$ cat config.mk
export PLATFORM = sky130hd
export DESIGN_NAME = seg7_mux_driver
export DESIGN_NICKNAME = d
export VERILOG_FILES = /design/src/rtl/seg7_mux_driver_pkg.sv /design/src/rtl/seg7_decoder.sv /design/src/rtl/seg7_mux_driver.sv
export SDC_FILE = /design/constraint.sdc
export NUM_CORES = 1
export LEC_CHECK = 0
export CORE_ASPECT_RATIO = 1.25
export CORE_MARGIN = 1
export CORE_UTILIZATION = 56
export CTS_BUF_LIST = sky130_fd_sc_hd__clkbuf_16
export CTS_CLUSTER_DIAMETER = 60
export DETAILED_ROUTE_END_ITERATION = 7
export GPL_TIMING_DRIVEN = 0
export PLACE_DENSITY_LB_ADDON = 0.2
export RECOVER_POWER = 100
export SYNTH_ARGS = -nofsm -noshare
export SYNTH_HDL_FRONTEND = slang
export SYNTH_SLANG_ARGS = --single-unit
$ cat constraint.sdc
create_clock -name clk -period 6.3 [get_ports clk]
set_input_delay 1.26 -clock clk [delete_from_list [all_inputs] [get_ports clk]]
set_output_delay 1.26 -clock clk [all_outputs]
set_load 0.005 [all_outputs]
$ cat src/rtl/seg7_mux_driver_pkg.sv
// Shared definitions for the two-digit 7-segment scan driver:
// FSM states, segment patterns {g,f,e,d,c,b,a} (bit 0 = a), digit enables.
package seg7_mux_driver_pkg;

  typedef enum logic [1:0] {
    UNI    = 2'd0,
    GAP_UD = 2'd1,
    DEC    = 2'd2,
    GAP_DU = 2'd3
  } state_e;

  localparam logic [6:0] SEG_0   = 7'h3F;
  localparam logic [6:0] SEG_1   = 7'h06;
  localparam logic [6:0] SEG_2   = 7'h5B;
  localparam logic [6:0] SEG_3   = 7'h4F;
  localparam logic [6:0] SEG_4   = 7'h66;
  localparam logic [6:0] SEG_5   = 7'h6D;
  localparam logic [6:0] SEG_6   = 7'h7D;
  localparam logic [6:0] SEG_7   = 7'h07;
  localparam logic [6:0] SEG_8   = 7'h7F;
  localparam logic [6:0] SEG_9   = 7'h6F;
  localparam logic [6:0] SEG_E   = 7'h79;
  localparam logic [6:0] SEG_OFF = 7'h00;

  localparam logic [1:0] DIG_OFF = 2'b00;
  localparam logic [1:0] DIG_UNI = 2'b01;
  localparam logic [1:0] DIG_DEC = 2'b10;

  function automatic int max2(int a, int b);
    return (a > b) ? a : b;
  endfunction

endpackage

$ cat src/rtl/seg7_decoder.sv
// Combinational digit -> segment pattern; anything above 9 shows "E".
// Ports: digit (8b binary in), seg (7b {g..a} active-high out).
module seg7_decoder
  import seg7_mux_driver_pkg::*;
(
  input  logic [7:0] digit,
  output logic [6:0] seg
);

  always_comb begin
    seg = SEG_E;
    unique case (digit)
      8'd0:    seg = SEG_0;
      8'd1:    seg = SEG_1;
      8'd2:    seg = SEG_2;
      8'd3:    seg = SEG_3;
      8'd4:    seg = SEG_4;
      8'd5:    seg = SEG_5;
      8'd6:    seg = SEG_6;
      8'd7:    seg = SEG_7;
      8'd8:    seg = SEG_8;
      8'd9:    seg = SEG_9;
      default: seg = SEG_E;
    endcase
  end

endmodule

$ cat src/rtl/seg7_mux_driver.sv
// Two-digit multiplexed common-cathode 7-seg driver with capture strobe.
// Ports: clk, rst_n, unidades/decenas/update/blank_lz in; seg, dig_en, err out.
module seg7_mux_driver
  import seg7_mux_driver_pkg::*;
#(
  parameter int REFRESH_DIV = 50,
  parameter int DEAD_CYC    = 2
) (
  input  logic       clk,
  input  logic       rst_n,
  input  logic [7:0] unidades,
  input  logic [7:0] decenas,
  input  logic       update,
  input  logic       blank_lz,
  output logic [6:0] seg,
  output logic [1:0] dig_en,
  output logic       err
);

  localparam int CW = $clog2(max2(REFRESH_DIV, DEAD_CYC) + 1);

  localparam logic [CW-1:0] REF_N  = CW'(REFRESH_DIV);
  localparam logic [CW-1:0] DEAD_N = CW'(DEAD_CYC);
  localparam logic [CW-1:0] ONE    = CW'(1);

  logic          upd_q, upd_d;
  logic [7:0]    uni_q, uni_d;
  logic [7:0]    dec_q, dec_d;
  logic          err_q, err_d;
  state_e        state_q, state_d;
  logic [CW-1:0] cnt_q, cnt_d;
  logic [6:0]    seg_q, seg_d;
  logic [1:0]    dig_q, dig_d;
  logic          capture;
  logic          blank;
  logic [7:0]    dec_in;
  logic [6:0]    pat;

  assign capture = update & ~upd_q;

  always_comb begin
    upd_d = update;
    uni_d = uni_q;
    dec_d = dec_q;
    err_d = err_q;
    if (capture) begin
      uni_d = unidades;
      dec_d = decenas;
      err_d = (unidades > 8'd9) || (decenas > 8'd9);
    end
  end

  always_ff @(posedge clk or negedge rst_n) begin
    if (!rst_n) begin
      upd_q <= 1'b0;
      uni_q <= '0;
      dec_q <= '0;
      err_q <= 1'b0;
    end else begin
      upd_q <= upd_d;
      uni_q <= uni_d;
      dec_q <= dec_d;
      err_q <= err_d;
    end
  end

  // Counter holds cycles spent in the slot; entry loads 1.
  // Reset leaves it at 0 so the first UNI slot still lasts
  // REFRESH_DIV output cycles after release.
  always_ff @(posedge clk or negedge rst_n) begin
    if (!rst_n) begin
      state_q <= UNI;
      cnt_q   <= '0;
    end else begin
      state_q <= state_d;
      cnt_q   <= cnt_d;
    end
  end

  always_comb begin
    state_d = state_q;
    cnt_d   = cnt_q + ONE;
    unique case (state_q)
      UNI: if (cnt_q >= REF_N) begin
        state_d = (DEAD_CYC == 0) ? DEC : GAP_UD;
        cnt_d   = ONE;
      end
      GAP_UD: if (cnt_q >= DEAD_N) begin
        state_d = DEC;
        cnt_d   = ONE;
      end
      DEC: if (cnt_q >= REF_N) begin
        state_d = (DEAD_CYC == 0) ? UNI : GAP_DU;
        cnt_d   = ONE;
      end
      GAP_DU: if (cnt_q >= DEAD_N) begin
        state_d = UNI;
        cnt_d   = ONE;
      end
      default: begin
        state_d = UNI;
        cnt_d   = '0;
      end
    endcase
  end

  // Decode reads only the latched digits, so a capture on this
  // edge shows up one output cycle later.
  assign dec_in = (state_d == DEC) ? dec_q : uni_q;
  assign blank  = blank_lz && (dec_q == 8'd0);

  seg7_decoder u_dec (
    .digit (dec_in),
    .seg   (pat)
  );

  always_comb begin
    seg_d = SEG_OFF;
    dig_d = DIG_OFF;
    unique case (1'b1)
      (state_d == UNI): begin
        seg_d = pat;
        dig_d = DIG_UNI;
      end
      (state_d == DEC && !blank): begin
        seg_d = pat;
        dig_d = DIG_DEC;
      end
      default: begin
        seg_d = SEG_OFF;
        dig_d = DIG_OFF;
      end
    endcase
  end

  always_ff @(posedge clk or negedge rst_n) begin
    if (!rst_n) begin
      seg_q <= SEG_OFF;
      dig_q <= DIG_OFF;
    end else begin
      seg_q <= seg_d;
      dig_q <= dig_d;
    end
  end

  assign seg    = seg_q;
  assign dig_en = dig_q;
  assign err    = err_q;

endmodule
==> results of run 1 <==
[per-stage QoR]
| stage | cells | worst slack [ps] | hold WS (ps) |
|---|---|---|---|
| 3_3_place_gp | 239 | 2990 | 494 |
| 6_report | 247 | 2810 | 506 |
| 4_1_cts | 247 | 3050 | 509 |
| 2_1_floorplan | 173 | 3590 | 481 |
| 5_1_grt | 247 | 2390 | 528 |
| 3_5_place_dp | 239 | 2950 | 497 |
[worst max-delay path, delay by kind of cell (launching register included)]
kind,cells,cell delay (ps)
buffers and inverters,4,680
AO/OA/AOI/OAI,4,1700
flip-flops,1,400
AND/OR/NAND/NOR,1,110
adder cells (fa/ha/maj),2,510
[synth_stat cells, drive strengths merged (6+ instances only)]
cell type / n / area (sq um)
mux2i: 7 / 82.6
mux2: 17 / 191
inv: 6 / 22.5
nor2: 11 / 41.3
a21oi: 6 / 33.8
nand2: 9 / 33.8
clkbuf: 6 / 22.5
o21ai: 8 / 43.8
ha: 8 / 100
dfrtp: 35 / 876
[state kept, by name, summed over array words and instances, names as in the netlist]
name     cells
err          1
dig_en       2
uni_q        8
state_q      2
upd_q        1
cnt_q        6
dec_q        8
seg          7
[worst paths after layout]
check	end	slack, ps	depth (start not counted)
max	seg[1]	2810	11
min	uni_q[5]	510	1
max reg2reg	seg[1]	2810	11
min reg2reg	uni_q[5]	510	1
max in group asynchronous	seg[1]	3740	1
min in group asynchronous	uni_q[4]	1490	1
[power groups by stage]
stage	logic [W]	registers, W	clock network (W)
floorplan	0.0000506	0.000256	0
global placement	0.0000778	0.000259	0
detailed placement	0.0000837	0.000260	0
CTS	0.0000842	0.000256	0.000271
global route	0.0000905	0.000258	0.000282
finish	0.0000824	0.000256	0.000268
[cells in the final DEF (no fill, tap or decap), types with 2 or more instances in the layout]
master                            count
sky130_fd_sc_hd__a21oi_1              5
sky130_fd_sc_hd__a311oi_1             4
sky130_fd_sc_hd__a31oi_1              2
sky130_fd_sc_hd__clkbuf_1             9
sky130_fd_sc_hd__clkbuf_16            5
sky130_fd_sc_hd__clkdlybuf4s50_1     16
sky130_fd_sc_hd__clkinv_1             2
sky130_fd_sc_hd__dfrtp_1             35
sky130_fd_sc_hd__dlygate4sd3_1       12
sky130_fd_sc_hd__ha_1                 8
sky130_fd_sc_hd__inv_1                6
sky130_fd_sc_hd__mux2_2              17
sky130_fd_sc_hd__mux2i_1              6
sky130_fd_sc_hd__nand2_1              9
sky130_fd_sc_hd__nand3_1              2
sky130_fd_sc_hd__nor2_1              11
sky130_fd_sc_hd__nor2b_1              2
sky130_fd_sc_hd__nor3_1               5
sky130_fd_sc_hd__nor4_1               5
sky130_fd_sc_hd__o211ai_1             3
sky130_fd_sc_hd__o21a_1               5
sky130_fd_sc_hd__o21ai_0              5
sky130_fd_sc_hd__o21ai_1              2
sky130_fd_sc_hd__or4_1                3
sky130_fd_sc_hd__xnor2_1              2
sky130_fd_sc_hd__xor2_1               2
[cell families after synthesis]
logic type,Yosys count,synth area share
mux,24,0.142
fa+ha+maj,8,0.0519
compound gates,42,0.175
buf+inv,16,0.0363
flops,35,0.454
simple gates,44,0.122
xor+xnor,4,0.0182
[metal layers]
metal  GRT usage  vias up  part of all wire
met1       0.285      748              0.39
met4      0.0865        0             0.012
met2       0.486       35              0.57
met3      0.0405        4             0.025
li1            -      712                 -
met5           0        -                 0
[cell type report]
cell class	count	area, sq um
tap	37	46.3
clock inverter	3	38.8
inverter	7	26.3
timing repair buffer	29	284
sequential	35	876
fill	222	857
multi-input combinational	122	963
clock buffer	5	125
buffer	9	35.0
==> impl_metrics.prom, run 1 <==
# TYPE chip_impl_metric gauge
chip_impl_metric{name="clk_path_buf_depth",unit=""} 2
chip_impl_metric{name="globalRouteOverflowTotal",unit=""} 0
chip_impl_metric{name="final_antenna_net_count",unit=""} 0
chip_impl_metric{name="rows",unit=""} 23
chip_impl_metric{name="core_area",unit="sq mm"} 0.00325
chip_impl_metric{name="grt_start_max_net_pins",unit=""} 36
chip_impl_metric{name="worstPathMaxFanout",unit=""} 8
chip_impl_metric{name="final_layout_size_suffix_gt1_frac",unit=""} 0.148
chip_impl_metric{name="track_usage",unit=""} 0.259
chip_impl_metric{name="drv_slew",unit=""} 36
chip_impl_info{name="outcome",value="complete, but fails checks"} 1
chip_impl_info{name="violations_in_the_final_reports",value="max-capacitance violations, max-slew violations"} 1
chip_impl_info{name="ctsRootBufferMaster",value="sky130_fd_sc_hd__clkbuf_16"} 1
chip_impl_info{name="critical_path.endpoint_type",value="flip-flop"} 1
chip_impl_metric{name="postPlaceCellArea",unit="sq mm"} 0.00226
chip_impl_info{name="critical_path.reg2reg.startpoint",value="cnt_q[0]"} 1
chip_impl_metric{name="via_count_of_the_first_global_routing_pass",unit=""} 1466
chip_impl_metric{name="switching_fraction",unit=""} 0.225
chip_impl_metric{name="maxClockFrequency",unit="GHz"} 0.287
chip_impl_metric{name="finalPower",unit="W"} 0.000607
chip_impl_metric{name="die_y",unit="um"} 67.6
chip_impl_metric{name="postSynthCellCount",unit=""} 173
chip_impl_metric{name="ys_warn_count",unit=""} 0
chip_impl_metric{name="place_congestion",unit=""} 0.878
chip_impl_metric{name="syn2layout_area_growth",unit="%"} 24.2
chip_impl_info{name="critical_path.startpoint",value="cnt_q[0]"} 1
chip_impl_metric{name="tritoncts_num_sinks",unit=""} 35
chip_impl_metric{name="worst_ep_arrival_time",unit="ps"} 3670
chip_impl_metric{name="route.final.wire_length",unit="mm"} 4.12
chip_impl_metric{name="post-cts-setup-buffers",unit=""} 0
chip_impl_metric{name="hold_viol",unit=""} 0
chip_impl_info{name="worst_setup_path_start_kind",value="flip-flop"} 1
chip_impl_metric{name="leakage",unit="nW"} 0.954
chip_impl_metric{name="net_count_of_the_finished_layout",unit=""} 237
chip_impl_metric{name="drtPass1Iterations",unit=""} 4
chip_impl_metric{name="final_area",unit="sq mm"} 0.00239
chip_impl_metric{name="max_slew_margin_vs_limit",unit=""} -0.239
chip_impl_metric{name="netlist_area",unit="sq mm"} 0.00193
chip_impl_metric{name="power.ir.vdd_worst",unit="mV"} 0.229
chip_impl_info{name="worst-setup-path-type",value="reg2reg"} 1
chip_impl_metric{name="postCtsResizedCells",unit=""} 0
chip_impl_metric{name="h_tree_levels",unit=""} 2
chip_impl_metric{name="drc_errors_left",unit=""} 0
chip_impl_metric{name="clock_skew",unit="ps"} 5.00
chip_impl_metric{name="ant_cells",unit=""} 0
chip_impl_metric{name="io_pins",unit=""} 30
chip_impl_metric{name="yosys_register_bits",unit=""} 35
chip_impl_metric{name="share_seq_of_total_power",unit=""} 0.422
chip_impl_metric{name="post-route-min-period",unit="ps"} 3490
chip_impl_metric{name="max-cap-violations",unit=""} 1
chip_impl_info{name="synth_ff_type",value="sky130_fd_sc_hd__dfrtp_1"} 1
chip_impl_metric{name="cts_buffers",unit=""} 5
chip_impl_metric{name="power_report.internal_total",unit="W"} 0.000470
chip_impl_metric{name="portBuffers",unit=""} 29
chip_impl_info{name="cp_cell_sequence",value="inv_1 > ha_1 > or4_1 > clkbuf_1 > a31oi_1 > o311ai_0 > inv_1 > ha_1 > inv_1 > o21ai_1 > a21oi_1"} 1
chip_impl_metric{name="vias_per_cell",unit=""} 6.07
chip_impl_metric{name="synth-async-reset-ratio",unit=""} 1.00
chip_impl_metric{name="antenna_found_initial",unit=""} 0
chip_impl_metric{name="drt-initial-drc-count",unit=""} 50
chip_impl_metric{name="worstMarginPinSlew",unit="ps"} 1860
chip_impl_metric{name="timing.setup.tns",unit="ps"} 0
chip_impl_metric{name="holdBufCountCts",unit=""} 0
chip_impl_info{name="rsz0062_at_grt",value="no"} 1
chip_impl_info{name="critical_path_most_common_cell",value="sky130_fd_sc_hd__inv_1"} 1
chip_impl_metric{name="hpwlAfterDp",unit="mm"} 3.17
chip_impl_metric{name="synthesis.area_per_instance",unit="sq um"} 11.1
chip_impl_metric{name="min_period_over_period",unit=""} 0.554
chip_impl_metric{name="powerDensity",unit="mW/mm^2"} 253
chip_impl_metric{name="synth_seq_area_share",unit=""} 0.454
chip_impl_info{name="hold_path_startpoint",value="uni_q[5]"} 1
chip_impl_metric{name="grt_pass1_wl",unit="mm"} 6.75
chip_impl_info{name="cts_tree",value="yes"} 1
chip_impl_metric{name="clk_pin_slew",unit="ps"} 50
chip_impl_metric{name="design.die.area",unit="sq mm"} 0.00368
chip_impl_metric{name="p_sw",unit="W"} 0.000137
chip_impl_metric{name="dieWidth",unit="um"} 54.5
chip_impl_metric{name="syn_nets",unit=""} 201
chip_impl_metric{name="synth.distinct_cells",unit=""} 50
chip_impl_metric{name="clock_latency",unit="ps"} 270
chip_impl_info{name="hp-class",value="reg2reg"} 1
chip_impl_metric{name="routed-via-count",unit=""} 1499
chip_impl_metric{name="power.combinational.fraction",unit=""} 0.136
chip_impl_info{name="timing.critical_path.slowest_stage_cell",value="sky130_fd_sc_hd__o311ai_0"} 1
chip_impl_metric{name="crit_path_max_incr_delay",unit="ps"} 1100
chip_impl_metric{name="worst_ep_required_time",unit="ps"} 6480
chip_impl_metric{name="synth-edff-count",unit=""} 0
chip_impl_metric{name="initial_utilization",unit=""} 0.593
chip_impl_metric{name="clock_power_share",unit=""} 0.442
chip_impl_metric{name="fin_util",unit=""} 0.736
chip_impl_metric{name="post_drt_wl_per_cell",unit="um"} 16.7
chip_impl_metric{name="timing.final.setup_violations",unit=""} 0
No activity file was read; power rests on OpenSTA's default activity.
==> run 2, diff against run 1 <==
Settings changed: CORE_UTILIZATION 56 to 53.
Clock period 6.3 ns to 3.4 ns, I/O delays scaled along.
==> impl_metrics.prom, run 2 (same netlist as run 1, synthesis figures left out) <==
# TYPE chip_impl_metric gauge
chip_impl_info{name="outcome",value="complete, but fails checks"} 1
chip_impl_info{name="violations_in_the_final_reports",value="max-capacitance violations, max-slew violations"} 1
chip_impl_metric{name="cts_buffers",unit=""} 5
chip_impl_metric{name="post_drt_wl_per_cell",unit="um"} 16.8
chip_impl_metric{name="place_ws",unit="ps"} 143
chip_impl_metric{name="nFillCells",unit=""} 267
chip_impl_metric{name="hold_viol",unit=""} 0
chip_impl_metric{name="timing.setup.tns",unit="ps"} 0
chip_impl_metric{name="drv_slew",unit=""} 36
chip_impl_info{name="critical_path.startpoint",value="cnt_q[1]"} 1
chip_impl_info{name="cts_tree",value="yes"} 1
chip_impl_metric{name="io_pins",unit=""} 30
chip_impl_metric{name="worst_ep_required_time",unit="ps"} 3570
chip_impl_info{name="hp-class",value="reg2reg"} 1
chip_impl_metric{name="drtPass1Iterations",unit=""} 4
chip_impl_metric{name="grt_pass1_wl",unit="mm"} 7.15
chip_impl_metric{name="place_congestion",unit=""} 0.925
chip_impl_metric{name="tritoncts_num_sinks",unit=""} 35
chip_impl_metric{name="core_area",unit="sq mm"} 0.00348
chip_impl_info{name="worst_setup_path_start_kind",value="flip-flop"} 1
chip_impl_metric{name="max-cap-violations",unit=""} 1
chip_impl_metric{name="clock_latency",unit="ps"} 280
chip_impl_metric{name="post-cts-setup-buffers",unit=""} 0
chip_impl_metric{name="antenna_found_initial",unit=""} 0
chip_impl_metric{name="power.ir.vdd_worst",unit="mV"} 0.462
chip_impl_info{name="most-common-layout-cells",value="sky130_fd_sc_hd__dfrtp_1 (35), sky130_fd_sc_hd__mux2_2 (17), sky130_fd_sc_hd__clkdlybuf4s50_1 (17), sky130_fd_sc_hd__nor2_1 (11), sky130_fd_sc_hd__dlygate4sd3_1 (11)"} 1
chip_impl_metric{name="worst_slack",unit="ps"} 288
chip_impl_metric{name="clock_skew",unit="ps"} 4.47
chip_impl_metric{name="leakage",unit="nW"} 0.960
chip_impl_metric{name="worstMarginPinSlew",unit="ps"} 1800
chip_impl_metric{name="maxClockFrequency",unit="GHz"} 0.321
chip_impl_metric{name="portBuffers",unit=""} 29
chip_impl_metric{name="drt-initial-drc-count",unit=""} 53
chip_impl_metric{name="max_slew_margin_vs_limit",unit=""} -0.201
chip_impl_info{name="hold_path_startpoint",value="uni_q[7]"} 1
chip_impl_metric{name="ff2ff_path_depth",unit=""} 10
chip_impl_metric{name="setup_slack_of_the_most_critical_reg_to_reg_path",unit="ps"} 290
chip_impl_metric{name="die_y",unit="um"} 69.4
chip_impl_metric{name="postCtsResizedCells",unit=""} 0
chip_impl_metric{name="ant_cells",unit=""} 0
chip_impl_metric{name="clk_pin_slew",unit="ps"} 50
chip_impl_metric{name="syn2layout_area_growth",unit="%"} 25.2
chip_impl_metric{name="route.final.wire_length",unit="mm"} 4.19
chip_impl_metric{name="via_count_of_the_first_global_routing_pass",unit=""} 1576
chip_impl_metric{name="final_layout_size_suffix_gt1_frac",unit=""} 0.162
chip_impl_metric{name="globalRouteOverflowTotal",unit=""} 0
chip_impl_metric{name="dieWidth",unit="um"} 55.9
chip_impl_metric{name="grt_start_max_net_pins",unit=""} 36
chip_impl_metric{name="clk_path_buf_depth",unit=""} 2
chip_impl_metric{name="final_antenna_net_count",unit=""} 0
chip_impl_metric{name="vias_per_cell",unit=""} 6.24
chip_impl_metric{name="holdPathStages",unit=""} 1
chip_impl_info{name="most_frequent_standard_cell_in_the_layout_excluding_fill_and_tap_cells",value="sky130_fd_sc_hd__dfrtp_1"} 1
chip_impl_metric{name="worstPathMaxFanout",unit=""} 10
chip_impl_metric{name="routed-via-count",unit=""} 1554
chip_impl_metric{name="drc_errors_left",unit=""} 0
chip_impl_info{name="critical_path.reg2reg.startpoint",value="cnt_q[1]"} 1
chip_impl_metric{name="post-route-min-period",unit="ps"} 3110
chip_impl_metric{name="design.die.area",unit="sq mm"} 0.00388
chip_impl_metric{name="track_usage",unit=""} 0.242
chip_impl_metric{name="holdBufCountCts",unit=""} 0
chip_impl_info{name="worst-setup-path-type",value="reg2reg"} 1
chip_impl_metric{name="powerDensity",unit="mW/mm^2"} 466
chip_impl_info{name="critical_r2r_capture",value="seg[3]"} 1
chip_impl_metric{name="worst_ep_arrival_time",unit="ps"} 3280
chip_impl_metric{name="net_count_of_the_finished_layout",unit=""} 237
chip_impl_metric{name="min_period_over_period",unit=""} 0.915
chip_impl_metric{name="timing.final.setup_violations",unit=""} 0
chip_impl_metric{name="hpwlAfterDp",unit="mm"} 3.13
chip_impl_metric{name="initial_utilization",unit=""} 0.554
chip_impl_info{name="critical_path.endpoint_type",value="flip-flop"} 1
chip_impl_info{name="ctsRootBufferMaster",value="sky130_fd_sc_hd__clkbuf_16"} 1
chip_impl_metric{name="h_tree_levels",unit=""} 2
chip_impl_metric{name="rows",unit=""} 24
chip_impl_info{name="rsz0062_at_grt",value="no"} 1
chip_impl_info{name="endpoint",value="seg[3]"} 1
-- run 2: area by class of cell --
type,instances,area [sq um],area share
plain buffers,9,36.3,0.0150
clock buffers,5,125,0.0518
clock inverters,3,38.8,0.0161
inverters,7,26.3,0.0109
multi-input cells,122,978,0.405
flip-flops and latches,35,876,0.363
well taps,39,48.8,0.0202
repair buffers,29,284,0.118
-- run 2: where the power goes --
group	leakage [nW]	switching [W]	total (W)	internal, W
clock network	0.0812	0.000156	0.000497	0.000341
logic	0.479	0.0000703	0.000152	0.0000814
registers	0.400	0.0000255	0.000475	0.000449
-- run 2: worst max-delay path, cell delays in order (launching register included) --
cell and delay, ps:
sky130_fd_sc_hd__dfrtp_1 430, sky130_fd_sc_hd__or4_1 630, sky130_fd_sc_hd__or2_0 230, sky130_fd_sc_hd__clkbuf_1 290
sky130_fd_sc_hd__mux2i_1 210, sky130_fd_sc_hd__o311ai_1 300, sky130_fd_sc_hd__inv_1 220, sky130_fd_sc_hd__ha_1 350
sky130_fd_sc_hd__inv_1 80, sky130_fd_sc_hd__mux2i_1 70, sky130_fd_sc_hd__o21a_1 190
-- run 2: metrics by stage --
step	instances	cell area, sq um	hold WS, ps	power, W	util
5_1_grt	249	2410	532	0.00117	0.693
3_5_place_dp	241	2260	508	0.000635	0.649
3_3_place_gp	241	2270	495	0.000624	0.651
2_1_floorplan	173	1930	384	0.000568	-
4_1_cts	249	2430	506	0.00114	0.696
6_report	249	2410	516	0.00112	0.693
-- run 2: worst min path at each step --
stage | to
after global routing | uni_q[7]
after CTS | uni_q[4]
final | uni_q[7]
after detailed placement | uni_q[7]
after floorplan | cnt_q[0]
after global placement | uni_q[5]
-- run 2: routing by layer --
layer / up-vias / share of wire / wire (um) / track usage
met1: 777 / 0.38 / 1580 / 0.254
met5: - / 0 / 0 / 0
met2: 47 / 0.56 / 2340 / 0.444
met3: 12 / 0.041 / 171 / 0.0597
met4: 0 / 0.024 / 101 / 0.117
li1: 718 / - / - / -
==> run 3, diff against run 2 <==
Settings changed: HOLD_SLACK_MARGIN from default to 0.1.
==> results of run 3 <==
The final DEF is identical to that of run 2; final timing and power are the same.
